<file path="src/rtl/cover_pixel_fetch.sv">
// Cover-image pixel fetch: 2x-scaled SRAM image with a frame-paced fade in/out.
// Three-stage pipeline from VGA coordinates to rgb_out; the fade FSM sets the brightness.
module cover_pixel_fetch #(
    parameter int unsigned IMG_W       = 320,
    parameter int unsigned IMG_H       = 200,
    parameter int unsigned Y_OFFSET    = 40,
    parameter int unsigned FADE_FRAMES = 4,
    parameter logic [7:0]  KEY_COLOR   = 8'hE3,
    parameter logic [11:0] BG_RGB      = 12'h000
) (
    input  logic        clk,
    input  logic        reset_n,
    input  logic [9:0]  pixel_x,
    input  logic [9:0]  pixel_y,
    input  logic        video_on,
    input  logic        pixel_tick,
    input  logic        start,
    input  logic        hide,
    output logic        sram_en,
    output logic        sram_we,
    output logic [15:0] sram_addr,
    input  logic [7:0]  sram_data,
    output logic [11:0] rgb_out,
    output logic        video_on_d,
    output logic [1:0]  fade_state
);

    typedef enum logic [1:0] {
        StIdle    = 2'd0,
        StFadeIn  = 2'd1,
        StShow    = 2'd2,
        StFadeOut = 2'd3
    } state_e;

    localparam logic [10:0] WinXEnd = 11'(2 * IMG_W);
    localparam logic [10:0] WinYBeg = 11'(Y_OFFSET);
    localparam logic [10:0] WinYEnd = 11'(Y_OFFSET + 2 * IMG_H);
    localparam logic [3:0]  LvlMax  = 4'd8;
    localparam logic [7:0]  CntLast = 8'(FADE_FRAMES - 1);

    state_e      state_q;
    logic [3:0]  level_q;
    logic [7:0]  frame_cnt_q;

    logic        in_win;
    logic        frame_start;
    logic        last_frame;
    logic [9:0]  y_rel;
    logic [9:0]  row;
    logic [9:0]  col;
    logic [15:0] addr_d, addr_q;
    logic        en_q, win1_q, vid1_q;
    logic        win2_q, vid2_q, en2_q;
    logic [11:0] rgb_d, rgb_q;
    logic        vid3_q;
    logic [3:0]  r4, g4, b4;

    assign in_win = ({1'b0, pixel_x} < WinXEnd) &&
                    ({1'b0, pixel_y} >= WinYBeg) &&
                    ({1'b0, pixel_y} < WinYEnd);

    assign y_rel = pixel_y - 10'(Y_OFFSET);
    assign row   = y_rel >> 1;
    assign col   = pixel_x >> 1;

    // row * IMG_W as a sum of shifted rows, one term per set bit of IMG_W.
    always_comb begin
        addr_d = {6'b0, col};
        for (int i = 0; i < 16; i++) begin
            if (IMG_W[i]) begin
                addr_d = addr_d + ({6'b0, row} << i);
            end
        end
    end

    function automatic logic [3:0] scale(input logic [3:0] chan, input logic [3:0] lvl);
        logic [7:0] prod;
        prod = {4'b0, chan} * {4'b0, lvl};
        return 4'(prod >> 3);
    endfunction

    assign r4 = {sram_data[7:5], sram_data[7]};
    assign g4 = {sram_data[4:2], sram_data[4]};
    assign b4 = {sram_data[1:0], sram_data[1:0]};

    // en2_q low means the SRAM was not read for this pixel, so its data is stale.
    always_comb begin
        rgb_d = 12'h000;
        if (!vid2_q) begin
            rgb_d = 12'h000;
        end else if (!win2_q || !en2_q || (sram_data == KEY_COLOR) || (state_q == StIdle)) begin
            rgb_d = BG_RGB;
        end else begin
            rgb_d = {scale(r4, level_q), scale(g4, level_q), scale(b4, level_q)};
        end
    end

    always_ff @(posedge clk or negedge reset_n) begin
        if (!reset_n) begin
            addr_q <= 16'h0000;
            en_q   <= 1'b0;
            win1_q <= 1'b0;
            vid1_q <= 1'b0;
            win2_q <= 1'b0;
            vid2_q <= 1'b0;
            en2_q  <= 1'b0;
            rgb_q  <= 12'h000;
            vid3_q <= 1'b0;
        end else begin
            if (in_win) begin
                addr_q <= addr_d;
            end
            en_q   <= in_win & video_on & (state_q != StIdle);
            win1_q <= in_win;
            vid1_q <= video_on;
            win2_q <= win1_q;
            vid2_q <= vid1_q;
            en2_q  <= en_q;
            rgb_q  <= rgb_d;
            vid3_q <= vid2_q;
        end
    end

    assign frame_start = pixel_tick && (pixel_x == 10'd0) && (pixel_y == 10'd0);
    assign last_frame  = (frame_cnt_q == CntLast);

    // hide takes priority over start in every state.
    always_ff @(posedge clk or negedge reset_n) begin
        if (!reset_n) begin
            state_q     <= StIdle;
            level_q     <= 4'd0;
            frame_cnt_q <= 8'd0;
        end else begin
            unique case (state_q)
                StIdle: begin
                    if (start && !hide) begin
                        state_q     <= StFadeIn;
                        frame_cnt_q <= 8'd0;
                    end
                end
                StFadeIn: begin
                    if (hide) begin
                        state_q     <= StFadeOut;
                        frame_cnt_q <= 8'd0;
                    end else if (frame_start) begin
                        if (last_frame) begin
                            frame_cnt_q <= 8'd0;
                            if (level_q < LvlMax) begin
                                level_q <= level_q + 4'd1;
                            end
                            if (level_q >= LvlMax - 4'd1) begin
                                state_q <= StShow;
                            end
                        end else begin
                            frame_cnt_q <= frame_cnt_q + 8'd1;
                        end
                    end
                end
                StShow: begin
                    if (hide) begin
                        state_q     <= StFadeOut;
                        frame_cnt_q <= 8'd0;
                    end
                end
                StFadeOut: begin
                    if (start && !hide) begin
                        state_q     <= StFadeIn;
                        frame_cnt_q <= 8'd0;
                    end else if (frame_start) begin
                        if (last_frame) begin
                            frame_cnt_q <= 8'd0;
                            if (level_q > 4'd0) begin
                                level_q <= level_q - 4'd1;
                            end
                            if (level_q <= 4'd1) begin
                                state_q <= StIdle;
                            end
                        end else begin
                            frame_cnt_q <= frame_cnt_q + 8'd1;
                        end
                    end
                end
            endcase
        end
    end

    assign sram_en    = en_q;
    assign sram_we    = 1'b0;
    assign sram_addr  = addr_q;
    assign rgb_out    = rgb_q;
    assign video_on_d = vid3_q;
    assign fade_state = state_q;

endmodule

</file>
<file path="config.mk">
export PLATFORM = sky130hd
export DESIGN_NAME = cover_pixel_fetch
export DESIGN_NICKNAME = d
export VERILOG_FILES = /design/src/rtl/cover_pixel_fetch.sv
export SDC_FILE = /design/constraint.sdc
export NUM_CORES = 1
export LEC_CHECK = 0
export CAP_MARGIN = 30
export CORE_UTILIZATION = 54
export DETAILED_ROUTE_END_ITERATION = 8
export GPL_TIMING_DRIVEN = 1
export PLACE_DENSITY = 0.81
export SLEW_MARGIN = 10
export SYNTH_ARGS = -nofsm -noshare
export SYNTH_HDL_FRONTEND = slang
export SYNTH_SLANG_ARGS = --single-unit
export TNS_END_PERCENT = 50
</file>
<file path="constraint.sdc">
create_clock -name clk -period 3.9 [get_ports clk]
set_input_delay 0.975 -clock clk [delete_from_list [all_inputs] [get_ports clk]]
set_output_delay 0.975 -clock clk [all_outputs]
set_load 0.02 [all_outputs]
</file>
======== Word level (Yosys, flattened, before mapping) ========
Cells that the tools add are included.
cells by class
  add/sub/neg operators ................... 6
  $mul .................................... 3
  magnitude comparators ................... 7
  equal/unequal tests ..................... 21
  muxes and demuxes ....................... 29
  bitwise logic cells ..................... 2
  reduce and logical (&&, ||, !) cells .... 19
operators by type and width
  operator               number
  $mux 8                 6
  $mux 4                 8
  $pmux 8 s4             1
  $mux 12                2
  $mul 4x4->7            3
  $logic_not 10->1       2
  $mux 2                 10
  $ne 2x2->1 const B     9
  $ne 3x3->1 const B     6
  $add 16x16->16         1
  $add 9x15->16          1
  $ge 10x6->1 const B    1
  $lt 10x10->1 const B   1
  $lt 10x9->1 const B    1
  $sub 10x6->10 const B  1
  $reduce_and 9->1       1
  $add 8x1->8 const B    1
  $eq 8x2->1 const B     1
  $eq 8x8->1 const B     1
  $pmux 2 s4             1
  $pmux 4 s2             1
  $reduce_and 8->1       1
  $logic_and 1x1->1      5
  $add 4x1->4 const B    1
  other kinds (14)       21
word-level totals
  register bits ........................... 49
  input port bits ......................... 34
  output and inout port bits .............. 33
  word-level logic and storage cells ...... 99

======== Logic depth before layout (Yosys ltp) ========
  depth in word-level cells ............... 6
  gate-level depth with buffers ........... 12
  depth with buffers taken out ............ 12

======== Worst setup path before layout ========
No wires, ideal clock.
  path kind ............................... in2reg
  start ................................... input port sram_data[0]
  end ..................................... register rgb_q[3] (netlist: rgb_out[3])
  setup time .............................. 132 ps
  data arrival time ....................... 3217 ps
  required time ........................... 3768 ps
  path slack .............................. 551 ps
  stages on the path ...................... 10
  buffers on the path ..................... 0
  cells stage by stage .................... and2_1 inv_1 fa_1 inv_1 fa_1 fa_1 a21o_1 a21oi_1 xnor2_1 nor2_1
between the ends
  longest elaborated chain between the ends .. 5
  elaborated cells on any way between the ends .. 6
  classes of those cells .................. mul: 1; eq/ne: 1; mux: 2; reduce/logical: 2
ends and longest elaborated chain
  what                                                 line  RTL
  start, declared                                      22    input logic [7:0] sram_data,
  branches (longest 3 deep; another with $mul 4x4->7)  -
  $mux 12 *                                            91    end else if (!win2_q || !en2_q || (sram_data == KEY_COLOR) || (state_q == StIdle)) begin
  $mux 12 *                                            89    if (!vid2_q) begin
  via rgb_d[3]                                         54    logic [11:0] rgb_d, rgb_q;
  end signal, assigned                                 119   rgb_q <= rgb_d;
  end, declared                                        54
Mark *: on every way through the listed nets, which the timed path passes.
A chain may end at the register's enable or synchronous reset.

======== Worst setup path in the final report ========
  start ................................... input port pixel_y[3]
  end ..................................... register addr_q[14] (netlist: sram_addr[14])
between the ends
  longest elaborated chain between the ends .. 3
  elaborated cells on any way between the ends .. 7
  classes of those cells .................. add/sub: 3; order compare: 2; reduce/logical: 2
ends and longest elaborated chain
  what                                                        line    RTL
  start, declared                                             14      input logic [9:0] pixel_y,
  $sub 10x6->10 / $ge 10x6->1 (equally long branches)         62, 59
  $add 9x15->16 / $logic_and 1x1->1 (equally long branches)   71, 58
  $add 16x16->16 / $logic_and 1x1->1 (equally long branches)  71, 59
  end signal, assigned                                        111     addr_q <= addr_d;
  end, declared                                               51      logic [15:0] addr_d, addr_q;
Several ways; a longest one is shown, not always the timed one.

==> run_summary.xml <==
<?xml version="1.0" encoding="UTF-8"?>
<metrics>
  <group name="run_status">
    <metric name="result_of_the_run" unit="">finished, final reports clean</metric>
  </group>
  <group name="cts">
    <metric name="clk_pin_slew" unit="ns">0.10</metric>
    <metric name="numClockSinks" unit="">49</metric>
    <metric name="cts.htree.levels" unit="">2</metric>
    <metric name="clock_tree.root_cell" unit="">sky130_fd_sc_hd__clkbuf_8</metric>
    <metric name="clockBufferDepth" unit="">2</metric>
    <metric name="cts_tree" unit="">built</metric>
    <metric name="cts.repair_timing.setup_buffer_count" unit="">0</metric>
    <metric name="cts_inserted_buffers" unit="">5</metric>
    <metric name="clock_network_latency_to_the_later_pin_of_the_worst_skew_pair" unit="ns">0.31</metric>
  </group>
  <group name="logic_synthesis">
    <metric name="ys_seq_area_frac" unit="">0.319</metric>
    <metric name="synth.distinct_cells" unit="">58</metric>
    <metric name="mappedNetlistArea" unit="um2">3850</metric>
    <metric name="synthesis.instances" unit="">375</metric>
    <metric name="synth-seq-cells" unit="">49</metric>
    <metric name="synthesis.area_per_instance" unit="um2">10.3</metric>
    <metric name="synth.net_count" unit="">474</metric>
    <metric name="postSynth.topFlopCell" unit="">sky130_fd_sc_hd__dfrtp_1</metric>
    <metric name="async_reset_ff_frac" unit="">1.00</metric>
    <metric name="total_number_of_yosys_warnings" unit="">0</metric>
    <metric name="number_of_enable_type_register_cells_in_the_synthesized_netlist" unit="">0</metric>
  </group>
  <group name="setup_path">
    <metric name="cpLargestDelayFamily" unit="">compound AO/OA/AOI/OAI gates</metric>
    <metric name="crit_slowest_cell" unit="">sky130_fd_sc_hd__a2111oi_0</metric>
    <metric name="crit_path_start_kind" unit="">primary input</metric>
    <metric name="required_time_at_the_endpoint_of_the_critical_path" unit="ns">4.15</metric>
    <metric name="cp_common_cell" unit="">sky130_fd_sc_hd__ha_1</metric>
    <metric name="cp.arrival" unit="ns">3.93</metric>
    <metric name="critPathCaptureType" unit="">flop</metric>
    <metric name="path_class" unit="">in2reg</metric>
    <metric name="timing.critical_path.fanout_max" unit="">3</metric>
    <metric name="worst_path_buf_inv" unit="">3</metric>
    <metric name="path_cells" unit="">clkdlybuf4s50_1, inv_1, ha_1, buf_4, xnor2_1, ha_1, ha_1, o21a_1, a2111oi_0, o211ai_1, nand3_1</metric>
    <metric name="r2r_slack" unit="ns">0.70</metric>
    <metric name="timing.critical_path.slowest_cell_delay" unit="ns">0.64</metric>
  </group>
  <group name="floorplanning">
    <metric name="fp.dieW" unit="um">86.4</metric>
    <metric name="floorplan.initialDensity" unit="">0.563</metric>
    <metric name="coreArea" unit="um2">6830</metric>
    <metric name="num_io_pins" unit="">67</metric>
    <metric name="die-height" unit="um">86.4</metric>
    <metric name="rows" unit="">30</metric>
    <metric name="die-area" unit="um2">7470</metric>
  </group>
  <group name="grt">
    <metric name="globalRoute.totalOverflow" unit="">0</metric>
    <metric name="grt_use_met3" unit="">0.0590</metric>
    <metric name="grtUsageMet1" unit="">0.315</metric>
    <metric name="grt_first_pass_wirelength" unit="mm">14.4</metric>
    <metric name="number_of_antenna_violations_at_the_first_check_in_global_routing" unit="">0</metric>
    <metric name="grt_busiest_layer" unit="">met2</metric>
    <metric name="grt_use_total" unit="">0.247</metric>
    <metric name="grt_max_degree" unit="">35</metric>
    <metric name="first_global_vias" unit="">3141</metric>
    <metric name="gr_layer_usage_met2" unit="">0.428</metric>
  </group>
  <group name="timing">
    <metric name="post_layout_minimum_cycle_time" unit="ns">3.68</metric>
    <metric name="final.period_utilization" unit="">0.944</metric>
    <metric name="number_of_endpoints_with_negative_hold_slack_in_the_final_report" unit="">0</metric>
    <metric name="setup_ws" unit="ns">0.220</metric>
    <metric name="timing.max_slew.rel_slack" unit="">0.533</metric>
    <metric name="rsz0062_at_grt" unit="">false</metric>
    <metric name="post_route_clock_skew" unit="ns">0.00587</metric>
    <metric name="max_freq" unit="MHz">272</metric>
    <metric name="worst_pin_slew" unit="ns">0.683</metric>
    <metric name="timing.final.setup_violations" unit="">0</metric>
    <metric name="final-max-slew-violation-count" unit="">0</metric>
  </group>
  <group name="hold_path">
    <metric name="min_path_type" unit="">reg2reg</metric>
  </group>
  <group name="cells_and_area">
    <metric name="final_net_count" unit="">559</metric>
    <metric name="final_layout_size_suffix_gt1_frac" unit="">0.141</metric>
    <metric name="multiInputGateArea" unit="um2">2470</metric>
    <metric name="insertedDiodeCount" unit="">0</metric>
    <metric name="flow.area_growth_from_synthesis" unit="%">26.6</metric>
    <metric name="layout_fillers" unit="">521</metric>
    <metric name="sequential_cell_area" unit="um2">1230</metric>
  </group>
  <group name="placement">
    <metric name="buffer_ports.inserted" unit="">65</metric>
    <metric name="pre_cts_ws" unit="ns">-0.140</metric>
    <metric name="place.gp.congestion" unit="">0.911</metric>
    <metric name="dp_hpwl" unit="mm">6.66</metric>
  </group>
  <group name="routing">
    <metric name="vias" unit="">3007</metric>
    <metric name="firstDrtPassIters" unit="">4</metric>
    <metric name="drt_iter0_markers" unit="">88</metric>
    <metric name="detail_route.drc_violations" unit="">0</metric>
    <metric name="overall_routed_net_length" unit="mm">8.44</metric>
    <metric name="routedWlPerCell" unit="um">15.2</metric>
    <metric name="route.antenna.remaining_nets" unit="">0</metric>
    <metric name="drt_via_density" unit="">5.40</metric>
  </group>
  <group name="flow_run">
    <metric name="timing.max_cap.violations" unit="">0</metric>
  </group>
  <group name="pwr">
    <metric name="total_leakage_power" unit="uW">0.00235</metric>
    <metric name="design_power_total" unit="uW">1760</metric>
    <metric name="peak_supply_drop" unit="mV">0.324</metric>
    <metric name="power_density" unit="nW/um2">362</metric>
  </group>
</metrics>
==> sequential cells by signal, indices dropped and copies added, names as in the netlist <==
| register | flops |
|---|---|
| frame_cnt_q | 8 |
| level_q | 4 |
| win2_q | 1 |
| video_on_d | 1 |
| en2_q | 1 |
| fade_state | 2 |
| vid1_q | 1 |
| rgb_out | 12 |
| sram_addr | 16 |
| sram_en | 1 |
| win1_q | 1 |
| vid2_q | 1 |
==> metrics by stage <==
| stage | area (um2) | std cells | hold WS (ns) | utilization | TNS (ns) |
|---|---|---|---|---|---|
| floorplan | 3850 | 375 | 0.331 | - | 0 |
| finish | 4870 | 557 | 0.358 | 0.713 | 0 |
| global route | 4870 | 557 | 0.380 | 0.713 | 0 |
| CTS | 4860 | 557 | 0.359 | 0.712 | 0 |
| detailed placement | 4770 | 549 | 0.335 | 0.698 | -0.230 |
| global placement | 4750 | 548 | 0.331 | 0.695 | 0 |
==> cells by family (layout without fill, tap and decap cells) <==
group,Yosys count,count (layout),share of synthesized area
AOI/OAI and AO/OA,52,52,0.0953
other,1,1,0.000974
buffers and inverters,42,128,0.0432
muxes,19,19,0.0549
adders and majority gates,65,65,0.239
and+or+nand+nor,116,116,0.174
DFF,49,49,0.319
xor gates and xnor gates,31,31,0.0741
==> synthesized netlist by cell type (2+ instances only) <==
master	number	area share
sky130_fd_sc_hd__xnor2_1	20	0.046
sky130_fd_sc_hd__ha_1	51	0.17
sky130_fd_sc_hd__a21oi_1	19	0.025
sky130_fd_sc_hd__nor3_1	2	0.0026
sky130_fd_sc_hd__o31ai_1	2	0.0039
sky130_fd_sc_hd__mux2_2	16	0.047
sky130_fd_sc_hd__dfrtp_1	49	0.32
sky130_fd_sc_hd__and4_1	3	0.0068
sky130_fd_sc_hd__nor2b_1	4	0.0065
sky130_fd_sc_hd__fa_1	14	0.073
sky130_fd_sc_hd__and3_1	6	0.0098
sky130_fd_sc_hd__nand2b_1	2	0.0033
sky130_fd_sc_hd__o21a_1	2	0.0039
sky130_fd_sc_hd__and2_1	23	0.037
sky130_fd_sc_hd__o21ai_0	4	0.0052
sky130_fd_sc_hd__nand3_1	4	0.0052
sky130_fd_sc_hd__nor4_1	5	0.0081
sky130_fd_sc_hd__a21o_1	3	0.0059
sky130_fd_sc_hd__nor2_1	26	0.025
sky130_fd_sc_hd__o211ai_1	3	0.0059
sky130_fd_sc_hd__clkbuf_1	7	0.0068
sky130_fd_sc_hd__a41o_1	4	0.010
sky130_fd_sc_hd__nand2_1	22	0.021
sky130_fd_sc_hd__xor2_1	10	0.023
sky130_fd_sc_hd__a31oi_1	2	0.0033
sky130_fd_sc_hd__inv_1	30	0.029
sky130_fd_sc_hd__a31o_2	4	0.0091
sky130_fd_sc_hd__nor4b_1	2	0.0046
sky130_fd_sc_hd__mux2i_1	2	0.0052
sky130_fd_sc_hd__buf_2	4	0.0052
sky130_fd_sc_hd__nand4_1	3	0.0049
==> metal layers <==
metal  part of all wire  up-vias
li1                   -     1474
met1               0.45     1453
met2               0.50       72
met3              0.043        8
met4             0.0086        0
met5                  0        -
==> cell usage in the layout, fill, tap and decap left out, types with 2 or more instances in the layout <==
| cell | Yosys | routed |
|---|---|---|
| sky130_fd_sc_hd__xnor2_1 | 20 | 20 |
| sky130_fd_sc_hd__nand3_1 | 4 | 4 |
| sky130_fd_sc_hd__buf_4 | 1 | 24 |
| sky130_fd_sc_hd__xor2_1 | 10 | 10 |
| sky130_fd_sc_hd__ha_1 | 51 | 51 |
| sky130_fd_sc_hd__fa_1 | 14 | 14 |
| sky130_fd_sc_hd__a21o_1 | 3 | 3 |
| sky130_fd_sc_hd__clkbuf_8 | 0 | 5 |
| sky130_fd_sc_hd__clkdlybuf4s50_1 | 0 | 64 |
| sky130_fd_sc_hd__mux2i_1 | 2 | 2 |
| sky130_fd_sc_hd__inv_1 | 30 | 30 |
| sky130_fd_sc_hd__and3_1 | 6 | 6 |
| sky130_fd_sc_hd__o21ai_0 | 4 | 4 |
| sky130_fd_sc_hd__a21oi_1 | 19 | 19 |
| sky130_fd_sc_hd__nor4_1 | 5 | 5 |
| sky130_fd_sc_hd__a41o_1 | 4 | 4 |
| sky130_fd_sc_hd__a31o_2 | 4 | 4 |
| sky130_fd_sc_hd__nor2b_1 | 4 | 4 |
| sky130_fd_sc_hd__o21a_1 | 2 | 2 |
| sky130_fd_sc_hd__a31oi_1 | 2 | 2 |
| sky130_fd_sc_hd__mux2_2 | 16 | 16 |
| sky130_fd_sc_hd__dfrtp_1 | 49 | 49 |
| sky130_fd_sc_hd__nor4b_1 | 2 | 2 |
| sky130_fd_sc_hd__nand4_1 | 3 | 3 |
| sky130_fd_sc_hd__and2_1 | 23 | 23 |
| sky130_fd_sc_hd__nor3_1 | 2 | 2 |
| sky130_fd_sc_hd__nand2_1 | 22 | 22 |
| sky130_fd_sc_hd__nand2b_1 | 2 | 2 |
| sky130_fd_sc_hd__inv_6 | 0 | 2 |
| sky130_fd_sc_hd__o211ai_1 | 3 | 3 |
| sky130_fd_sc_hd__o31ai_1 | 2 | 2 |
| sky130_fd_sc_hd__and4_1 | 3 | 3 |
| sky130_fd_sc_hd__nor2_1 | 26 | 26 |
==> area by class of cell <==
class / instances / share of cell area
Tap cell: 96 / 0.0247
Inverter: 30 / 0.0231
Multi-Input combinational cell: 284 / 0.508
Clock buffer: 5 / 0.0141
Clock inverter: 3 / 0.00514
Timing Repair Buffer: 90 / 0.174
Sequential cell: 49 / 0.252
==> timing repair <==
item	in CTS	in global routing
hold buffers	0	0
endpoints found under the setup margin	0	1
gates resized for setup	0	1
==> where the power goes <==
part	switching [uW]	internal, uW	leakage (uW)
Clock	189	131	0.0000452
Combinational	410	408	0.00168
Sequential	45.3	581	0.000624
Total	644	1120	0.00235
==> final timing paths <==
kind | to | cells after the start | from
max | sram_addr[14] | 11 | pixel_y[3]
min | win2_q | 0 | win1_q
max reg2reg | rgb_out[3] | 10 | level_q[3]
min reg2reg | win2_q | 0 | win1_q
max in group asynchronous | sram_addr[9] | 2 | reset_n
min in group asynchronous | sram_addr[4] | 1 | reset_n
No activity file was read; power rests on OpenSTA's default activity.
